==> src/rtl/pipe_pkg.sv <==
// rtl/pipe_pkg.sv - shared types and constants for the issue/hazard scheduler
// Contents:
//   NOP_INSTR      encoding placed into ID/EX on a bubble
//   sched_state_t  issue FSM states {RUN, SHADOW}
//   sb_slot_t      one scoreboard entry {valid, dst}
package pipe_pkg;

  localparam logic [31:0] NOP_INSTR = 32'h0041_0020;

  typedef enum logic {
    RUN    = 1'b0,
    SHADOW = 1'b1
  } sched_state_t;

  typedef struct packed {
    logic       valid;
    logic [4:0] dst;
  } sb_slot_t;

endpackage

==> src/rtl/hazard_sched_if.sv <==
// rtl/hazard_sched_if.sv - IF/ID side signal bundle of the issue scheduler
// Signals:
//   pc_ld, id_valid, rs, rt, rs_used, rt_used, dst, dst_wr, is_branch, br_taken
//                           decoded-instruction and pipeline control inputs
//   issue, stall, flush     per-cycle scheduling decision
//   stall_cnt               saturating stall-cycle counter (CNT_W bits)
// Modports: master drives the instruction side, slave is the scheduler.
interface hazard_sched_if #(
  parameter int CNT_W = 16
) ();

  logic             pc_ld;
  logic             id_valid;
  logic [4:0]       rs;
  logic [4:0]       rt;
  logic             rs_used;
  logic             rt_used;
  logic [4:0]       dst;
  logic             dst_wr;
  logic             is_branch;
  logic             br_taken;
  logic             issue;
  logic             stall;
  logic             flush;
  logic [CNT_W-1:0] stall_cnt;

  modport master (
    output pc_ld, id_valid, rs, rt, rs_used, rt_used, dst, dst_wr, is_branch, br_taken,
    input  issue, stall, flush, stall_cnt
  );

  modport slave (
    input  pc_ld, id_valid, rs, rt, rs_used, rt_used, dst, dst_wr, is_branch, br_taken,
    output issue, stall, flush, stall_cnt
  );

endinterface

==> src/rtl/sb_match.sv <==
// rtl/sb_match.sv - compare one source register against the three scoreboard slots
// Ports:
//   i_src    source register number
//   i_used   instruction actually reads i_src
//   i_slots  scoreboard slots, [0]=EX [1]=MEM [2]=WR
//   o_hit    i_src is pending in a valid slot ($0 never matches)
module sb_match
  import pipe_pkg::*;
(
  input  logic           i_src_used_dummy_unused_n,
  input  logic [4:0]     i_src,
  input  logic           i_used,
  input  sb_slot_t [2:0] i_slots,
  output logic           o_hit
);

  logic w_unused;
  assign w_unused = i_src_used_dummy_unused_n;

  // WR slot is included: the register file does not forward a same-cycle write.
  always_comb begin
    o_hit = 1'b0;
    if (i_used && (i_src != 5'd0)) begin
      for (int i = 0; i < 3; i++) begin
        if (i_slots[i].valid && (i_slots[i].dst == i_src)) begin
          o_hit = 1'b1;
        end
      end
    end
  end

endmodule

==> src/rtl/hazard_sched.sv <==
// rtl/hazard_sched.sv - IF/ID issue controller: RAW scoreboard, branch shadow, flush
// Ports:
//   clk   pipeline clock
//   arst  asynchronous active-high reset
//   bus   hazard_sched_if.slave: instruction inputs, issue/stall/flush/stall_cnt outputs
// Parameters:
//   BR_SHADOW  stall cycles after a branch issues (fits the 2-bit shadow counter)
//   CNT_W      stall counter width, must match the interface
module hazard_sched
  import pipe_pkg::*;
#(
  parameter int BR_SHADOW = 3,
  parameter int CNT_W     = 16
) (
  input  logic          clk,
  input  logic          arst,
  hazard_sched_if.slave bus
);

  sb_slot_t [2:0]   r_slot;
  sched_state_t     r_state;
  sched_state_t     w_state_nxt;
  logic [1:0]       r_bcnt;
  logic [1:0]       w_bcnt_nxt;
  logic [CNT_W-1:0] r_stall_cnt;
  logic             w_rs_hit;
  logic             w_rt_hit;
  logic             w_hazard;
  logic             w_issue;
  logic             w_stall;
  logic             w_flush;

  sb_match u_rs_match (
    .i_src_used_dummy_unused_n (1'b0),
    .i_src                     (bus.rs),
    .i_used                    (bus.rs_used),
    .i_slots                   (r_slot),
    .o_hit                     (w_rs_hit)
  );

  sb_match u_rt_match (
    .i_src_used_dummy_unused_n (1'b0),
    .i_src                     (bus.rt),
    .i_used                    (bus.rt_used),
    .i_slots                   (r_slot),
    .o_hit                     (w_rt_hit)
  );

  assign w_hazard = w_rs_hit | w_rt_hit;

  // Priority: reset, pc_ld, shadow, data hazard, issue.
  always_comb begin
    w_issue     = 1'b0;
    w_stall     = 1'b0;
    w_flush     = 1'b0;
    w_state_nxt = r_state;
    w_bcnt_nxt  = r_bcnt;
    if (arst) begin
      w_state_nxt = RUN;
      w_bcnt_nxt  = 2'd0;
    end else if (bus.pc_ld) begin
      w_state_nxt = RUN;
      w_bcnt_nxt  = 2'd0;
    end else if (r_state == SHADOW) begin
      w_stall    = 1'b1;
      w_bcnt_nxt = r_bcnt - 2'd1;
      // bcnt==2 is the cycle the branch sits in MEM and br_taken is meaningful.
      if ((r_bcnt == 2'd2) && bus.br_taken) begin
        w_flush = 1'b1;
      end
      if (r_bcnt == 2'd1) begin
        w_state_nxt = RUN;
      end
    end else if (bus.id_valid && w_hazard) begin
      w_stall = 1'b1;
    end else if (bus.id_valid) begin
      w_issue = 1'b1;
      if (bus.is_branch) begin
        w_state_nxt = SHADOW;
        w_bcnt_nxt  = 2'(BR_SHADOW);
      end
    end
  end

  always_ff @(posedge clk or posedge arst) begin
    if (arst) begin
      r_state <= RUN;
      r_bcnt  <= 2'd0;
    end else begin
      r_state <= w_state_nxt;
      r_bcnt  <= w_bcnt_nxt;
    end
  end

  // Slots always shift; a non-issuing cycle loads an invalid entry, which is
  // what lets a hazard drain without any extra bookkeeping.
  always_ff @(posedge clk or posedge arst) begin
    if (arst) begin
      r_slot <= '0;
    end else if (bus.pc_ld) begin
      r_slot <= '0;
    end else begin
      r_slot[2]       <= r_slot[1];
      r_slot[1]       <= r_slot[0];
      r_slot[0].valid <= w_issue & bus.dst_wr & (bus.dst != 5'd0);
      r_slot[0].dst   <= bus.dst;
    end
  end

  always_ff @(posedge clk or posedge arst) begin
    if (arst) begin
      r_stall_cnt <= '0;
    end else if (w_stall && (r_stall_cnt != {CNT_W{1'b1}})) begin
      r_stall_cnt <= r_stall_cnt + 1'b1;
    end
  end

  assign bus.issue     = w_issue;
  assign bus.stall     = w_stall;
  assign bus.flush     = w_flush;
  assign bus.stall_cnt = r_stall_cnt;

endmodule

==> src/flat_wrapper.sv <==
// flat-port wrapper written by rule: the top's interface ports become plain ports
module hazard_sched_flat import pipe_pkg::*;
#(
  parameter int BR_SHADOW = 3,
  parameter int CNT_W     = 16
)
  (clk, arst, bus_pc_ld, bus_id_valid, bus_rs, bus_rt, bus_rs_used, bus_rt_used, bus_dst, bus_dst_wr, bus_is_branch, bus_br_taken, bus_issue, bus_stall, bus_flush, bus_stall_cnt);
  hazard_sched_if #(.CNT_W(CNT_W)) bus_i ();
  input  logic clk;
  input  logic arst;
  input wire logic [$bits(bus_i.pc_ld)-1:0] bus_pc_ld;
  input wire logic [$bits(bus_i.id_valid)-1:0] bus_id_valid;
  input wire logic [$bits(bus_i.rs)-1:0] bus_rs;
  input wire logic [$bits(bus_i.rt)-1:0] bus_rt;
  input wire logic [$bits(bus_i.rs_used)-1:0] bus_rs_used;
  input wire logic [$bits(bus_i.rt_used)-1:0] bus_rt_used;
  input wire logic [$bits(bus_i.dst)-1:0] bus_dst;
  input wire logic [$bits(bus_i.dst_wr)-1:0] bus_dst_wr;
  input wire logic [$bits(bus_i.is_branch)-1:0] bus_is_branch;
  input wire logic [$bits(bus_i.br_taken)-1:0] bus_br_taken;
  output wire logic [$bits(bus_i.issue)-1:0] bus_issue;
  output wire logic [$bits(bus_i.stall)-1:0] bus_stall;
  output wire logic [$bits(bus_i.flush)-1:0] bus_flush;
  output wire logic [$bits(bus_i.stall_cnt)-1:0] bus_stall_cnt;
  assign bus_i.pc_ld = bus_pc_ld;
  assign bus_i.id_valid = bus_id_valid;
  assign bus_i.rs = bus_rs;
  assign bus_i.rt = bus_rt;
  assign bus_i.rs_used = bus_rs_used;
  assign bus_i.rt_used = bus_rt_used;
  assign bus_i.dst = bus_dst;
  assign bus_i.dst_wr = bus_dst_wr;
  assign bus_i.is_branch = bus_is_branch;
  assign bus_i.br_taken = bus_br_taken;
  assign bus_issue = bus_i.issue;
  assign bus_stall = bus_i.stall;
  assign bus_flush = bus_i.flush;
  assign bus_stall_cnt = bus_i.stall_cnt;
  hazard_sched #(.BR_SHADOW(BR_SHADOW), .CNT_W(CNT_W)) u_core (.clk(clk), .arst(arst), .bus(bus_i));
endmodule
==> config.mk <==
export PLATFORM = sky130hd
export DESIGN_NAME = hazard_sched_flat
export DESIGN_NICKNAME = d
export VERILOG_FILES = /design/src/rtl/pipe_pkg.sv /design/src/rtl/hazard_sched_if.sv /design/src/rtl/sb_match.sv /design/src/rtl/hazard_sched.sv /design/src/flat_wrapper.sv
export SDC_FILE = /design/constraint.sdc
export NUM_CORES = 1
export LEC_CHECK = 0
export BUFFER_PORTS_ARGS = -buffer_cell sky130_fd_sc_hd__buf_2
export CORE_ASPECT_RATIO = 0.75
export CORE_UTILIZATION = 49
export DETAILED_ROUTE_END_ITERATION = 16
export PLACE_DENSITY = 0.86
export SYNTH_ARGS = -nofsm -noshare
export SYNTH_HDL_FRONTEND = slang
export SYNTH_SLANG_ARGS = --single-unit
==> constraint.sdc <==
create_clock -name clk -period 2.9 [get_ports clk]
set_input_delay 0.87 -clock clk [delete_from_list [all_inputs] [get_ports clk]]
set_output_delay 0.87 -clock clk [all_outputs]
set_load 0.05 [all_outputs]
Word level (Yosys, flattened, before mapping). Index checks and enable logic that the tools add are counted.

Equal/unequal tests: 10. Reductions and logical operators: 17. $add $sub $neg: 2. Bitwise logic cells: 3. Multiplexer cells: 35.

Operators with widths (number): == test 5 bit (6); two-way mux 1 bit (28); two-way mux 18 bit (1); adder 16 x 1 -> 16 bit, second input constant (1); != test 16 bit, second input constant (1); nonzero test 5 bit (3); two-way mux 2 bit (6); logical AND 1 bit (11); nonzero test 4 bit (2); != test 4 x 3 -> 1 bit, second input constant (1); AND reduction 3 bit (1); bitwise AND 1 bit (2); == test 2 x 1 -> 1 bit, second input constant (1); == test 2 bit, second input constant (1); subtractor 2 x 1 -> 2 bit, second input constant (1); OR 1 bit (1).

Input bits: 24. Register bits: 37. Output and inout bits: 19.

Logic depth before layout (Yosys ltp).
Word-level depth: 15. Depth in mapped cells: 8.

Modules after synthesis. Synthesis repeated with hierarchy kept, for this count alone.

Cell total of the unflattened synthesis: 182. Area total of the unflattened synthesis: 2024.4 um^2.

Modules (own cells, without submodules): hazard_sched (cells each 134, times used 1, area each 1631.6 um^2, seq. area each 925.9 um^2); sb_match (cells each 24, times used 2, area each 196.4 um^2, seq. area each 0.0 um^2).

Worst setup path before layout. OpenSTA, ideal clock, no wires.

Path type: input port to output port. From: input bus_rs[0]. To: output bus_issue. Stages: 5. Arrival: 2.866 ns. Data required time: 2.030 ns. Path slack: -0.836 ns. Cell sequence: or4_1 > o21ai_0 > a31o_1 > o211ai_1 > nor3_1.

Longest elaborated chain between the ends: 12. Elaborated cells between the ends (all ways): 18. Classes of those cells: eq/ne: 3; mux: 8; bitwise: 1; reduce/logical: 6.

RTL lines: start, declared (RTL line flat_wrapper.sv:13) `input wire logic [$bits(bus_i.rs)-1:0] bus_rs;`; == test 5 bit (RTL line sb_match.sv:25) `if (i_slots[i].valid && (i_slots[i].dst == i_src)) begin`; logical AND 1 bit (RTL line sb_match.sv:25); two-way mux 1 bit (3 in a row) (RTL line sb_match.sv:25); two-way mux 1 bit * (RTL line sb_match.sv:23) `if (i_used && (i_src != 5'd0)) begin`; OR 1 bit * (RTL line hazard_sched.sv:49) `assign w_hazard = w_rs_hit | w_rt_hit;`; logical AND 1 bit * (RTL line hazard_sched.sv:74) `end else if (bus.id_valid && w_hazard) begin`; two-way mux 1 bit * (RTL line hazard_sched.sv:74); two-way mux 1 bit * (RTL line hazard_sched.sv:64) `end else if (r_state == SHADOW) begin`; two-way mux 1 bit * (RTL line hazard_sched.sv:61) `end else if (bus.pc_ld) begin`; two-way mux 1 bit * (RTL line hazard_sched.sv:58) `if (arst) begin`; end, declared (RTL line flat_wrapper.sv:21) `output wire logic [$bits(bus_i.issue)-1:0] bus_issue;`.

Mark *: on every way between the ends. The rest lies on a longest branch, timed or not.

Worst setup path in the final report. Same ends and word-level chain as after synthesis.

==> results by group <==
CTS
  – Clk sinks: 37
  – CTS tree: done
  – Skew-Pair Late Insertion Delay: 290 ps
  – Num CTS Buffers: 5
  – Hold Buf Count CTS: 0
  – H-tree depth: 2
  – Worst-path clk slew: 70 ps
  – Maximum buffer depth of the clock tree: 2
  – CTS Root Cell: clkbuf_8

Timing
  – Final Worst Setup Slack: -354.7 ps
  – Final Hold Fails: 0
  – Period utilization: 112.2%
  – Pins Over Slew Limit: 0
  – Setup TNS: -613.3 ps
  – Min cycle time layout: 3255 ps
  – Hold WS: 489.9 ps
  – Max-slew headroom: 68.81%
  – Final Skew: 6.785 ps
  – Fmax: 307.2 MHz
  – Setup violations, final: 2
  – RSZ-0062 raised after global routing: true
  – Worst slew pin tran: 467.9 ps

Pwr
  – Tot Pwr: 0.001136 W
  – Pwr dens: 444.0 nW/um^2
  – Leakage Power: 1.290 nW
  – VDD IR-drop max: 0.6636 mV

Critical path
  – WP buf/inv: 2
  – Critical Path RT: 2030 ps
  – WS Path Type: input pin to output port
  – Crit path launch: bus_rs[0]
  – Slowest stage delay, CP: 530 ps
  – Reg-to-Reg Start: u_core.r_slot[6]
  – Kind of cell adding the most delay to the critical path: simple AND/OR/NAND/NOR gates
  – Worst setup EP type: output port
  – Worst path cell trace: buf_8, or4_4, o21ai_2, a31o_1, o211ai_1, nor3_4, buf_6
  – Worst-path maximum fanout: 3
  – Startpoint Class: input pin
  – Critical-path top delay cell: or4_4
  – Worst path arrival time: 2380 ps

Layout
  – N_diodes: 0
  – Commonest non-fill, non-tap cells in the layout: xor2_1, buf_2, dfrtp_1
  – Fin cells: 298
  – Share of layout cells above drive strength 1: 35.77%
  – Post-layout net count: 272
  – Area Growth Syn to Fin: 27.02%

Global route
  – First-pass GRT wire length: 7.569 mm
  – Antenna violations before repair: 0
  – Busiest layer in global routing: met2
  – Met2 GRT Util: 35.97%
  – Total GRT Usage: 22.66%
  – Pin count of the biggest net entering global routing: 38
  – Vias in the first global route: 1,634
  – Grt met3 use: 3.680%
  – Total gr overflow: 0
  – Met1 usage: 31.85%

Logic synthesis
  – Most common flop cell mapped by yosys: dfrtp_1
  – Synthesized cell area: 2014 um^2
  – Complex-gate fraction of the synthesized area: 4.596%
  – Avg Cell Area, Syn: 10.89 um^2
  – Post-synth EDFFs: 0
  – Number of synthesized register bits: 37
  – Post-synthesis mux area share: 0.5590%
  – Post-Synth Simple-Gate Area: 25.16%
  – Synthesized-area fraction occupied by adder cells: 1.863%
  – Async SR Flop Fraction: 100.0%
  – Yosys Warn Count: 0
  – Synth top area cells: dfrtp_1, xor2_1, nor2b_1
  – XOR/XNOR share of the synthesized area: 19.57%
  – Cells after Synth: 185
  – Synth top area share: 45.96%
  – Largest family of logic cells by synthesized area: simple AND/OR/NAND/NOR gates
  – Unique cell type count in the Yosys netlist: 38
  – Top cell type by total area after synthesis: dfrtp_1
  – Syn Nets: 212
  – Seq/Total Area, Yosys: 45.96%

Route
  – DR WL/cell: 15.07 um
  – DR iter-0 viols: 132
  – DRT antenna net count: 0
  – Vias per cell: 5.258
  – WL final: 4.491 mm
  – Vias: 1,567
  – Router iterations before antenna repair: 4
  – DRC Markers: 0

Die
  – Die footprint: 4374 um^2
  – Chip height: 57.53 um
  – IO Count: 43
  – Die X: 76.04 um
  – Starting density of the core: 52.96%
  – Core ar.: 3804 um^2
  – Rows: 19

Placement
  – Port buffer count: 42
  – Placed cell count: 289
  – RePlAce Congestion: 0.8762
  – Final HPWL DP: 3.288 mm

Status
  – Failing checks: setup timing
  – Status: complete, but fails checks

Hold path
  – Hold crit path type: flop to flop
  – Hold wc startpoint: u_core.bus.stall_cnt[14]

Job
  – Max-cap violation count: 0
[through the flow]
stage | area, um^2 | setup slack [ps] | utilization, %
after floorplan | 2033 | -268.6 | -
after global placement | 2399 | -448.7 | 63.06
after detailed placement | 2399 | -550.0 | 63.06
after CTS | 2547 | -336.3 | 66.97
after global routing | 2559 | -394.6 | 67.27
final | 2559 | -354.7 | 67.27
[report_power, final]
part | leakage, nW | switching, W | total (W) | internal, W
Clock | 0.0450 | 0.000185 | 0.000351 | 0.000167
Sequential | 0.503 | 0.0000285 | 0.000570 | 0.000541
Combinational | 0.742 | 0.000132 | 0.000215 | 0.0000829
[cells by family after synthesis]
| group | count (synthesis) |
|---|---|
| AOI/OAI and AO/OA | 11 |
| xor gates and xnor gates | 45 |
| adders and majority gates | 3 |
| buffers and inverters | 10 |
| DFF | 37 |
| muxes | 1 |
| and+or+nand+nor | 78 |
[Yosys cell counts, types with 2 or more instances]
cell	count
nor3_2	8
nor3b_1	2
xnor2_1	6
and3_1	4
ha_1	3
or4_1	2
nand3_1	9
xor2_1	39
nor2_1	7
nor4_1	7
clkbuf_1	2
nand4_1	6
dfrtp_1	37
nor2b_1	17
nor3_1	2
nand2_1	7
inv_1	6
[cell type report]
class | instances | area, um^2
inverter | 6 | 26.28
clock inverter | 2 | 10.01
timing repair buffer | 57 | 371.6
clock buffer | 6 | 72.57
sequential | 37 | 925.9
multi-input combinational | 138 | 1087
tap | 52 | 65.06
fill | 310 | 1245
[state kept, by name (all words and copies together), names as in the netlist]
| name | count |
|---|---|
| u_core.r_slot | 18 |
| u_core.bus.stall_cnt | 16 |
| u_core.r_bcnt | 2 |
| u_core.r_state | 1 |
[layer usage]
metal | share of wire, % | vias up
met5 | 0 | -
met4 | 1.2 | 0
met3 | 5.7 | 5
met2 | 45 | 44
met1 | 48 | 763
li1 | - | 755
[repair_timing]
action                     CTS  global route
setup endpoints to repair    2             2
pin swaps                    7             6
resized for setup           16             2
setup buffers                1             0
[path summary, 6_finish.rpt]
kind	to	slack [ps]	depth (start not counted)
setup / recovery	bus_issue	-350	7
hold / removal	u_core.bus.stall_cnt[14]	490	1
setup reg to reg	u_core.bus.stall_cnt[1]	510	8
hold reg to reg	u_core.bus.stall_cnt[14]	490	1
max in group asynchronous	u_core.r_slot[1]	1870	3
min in group asynchronous	u_core.r_slot[5]	700	3
(Power assumes the default switching activity.)
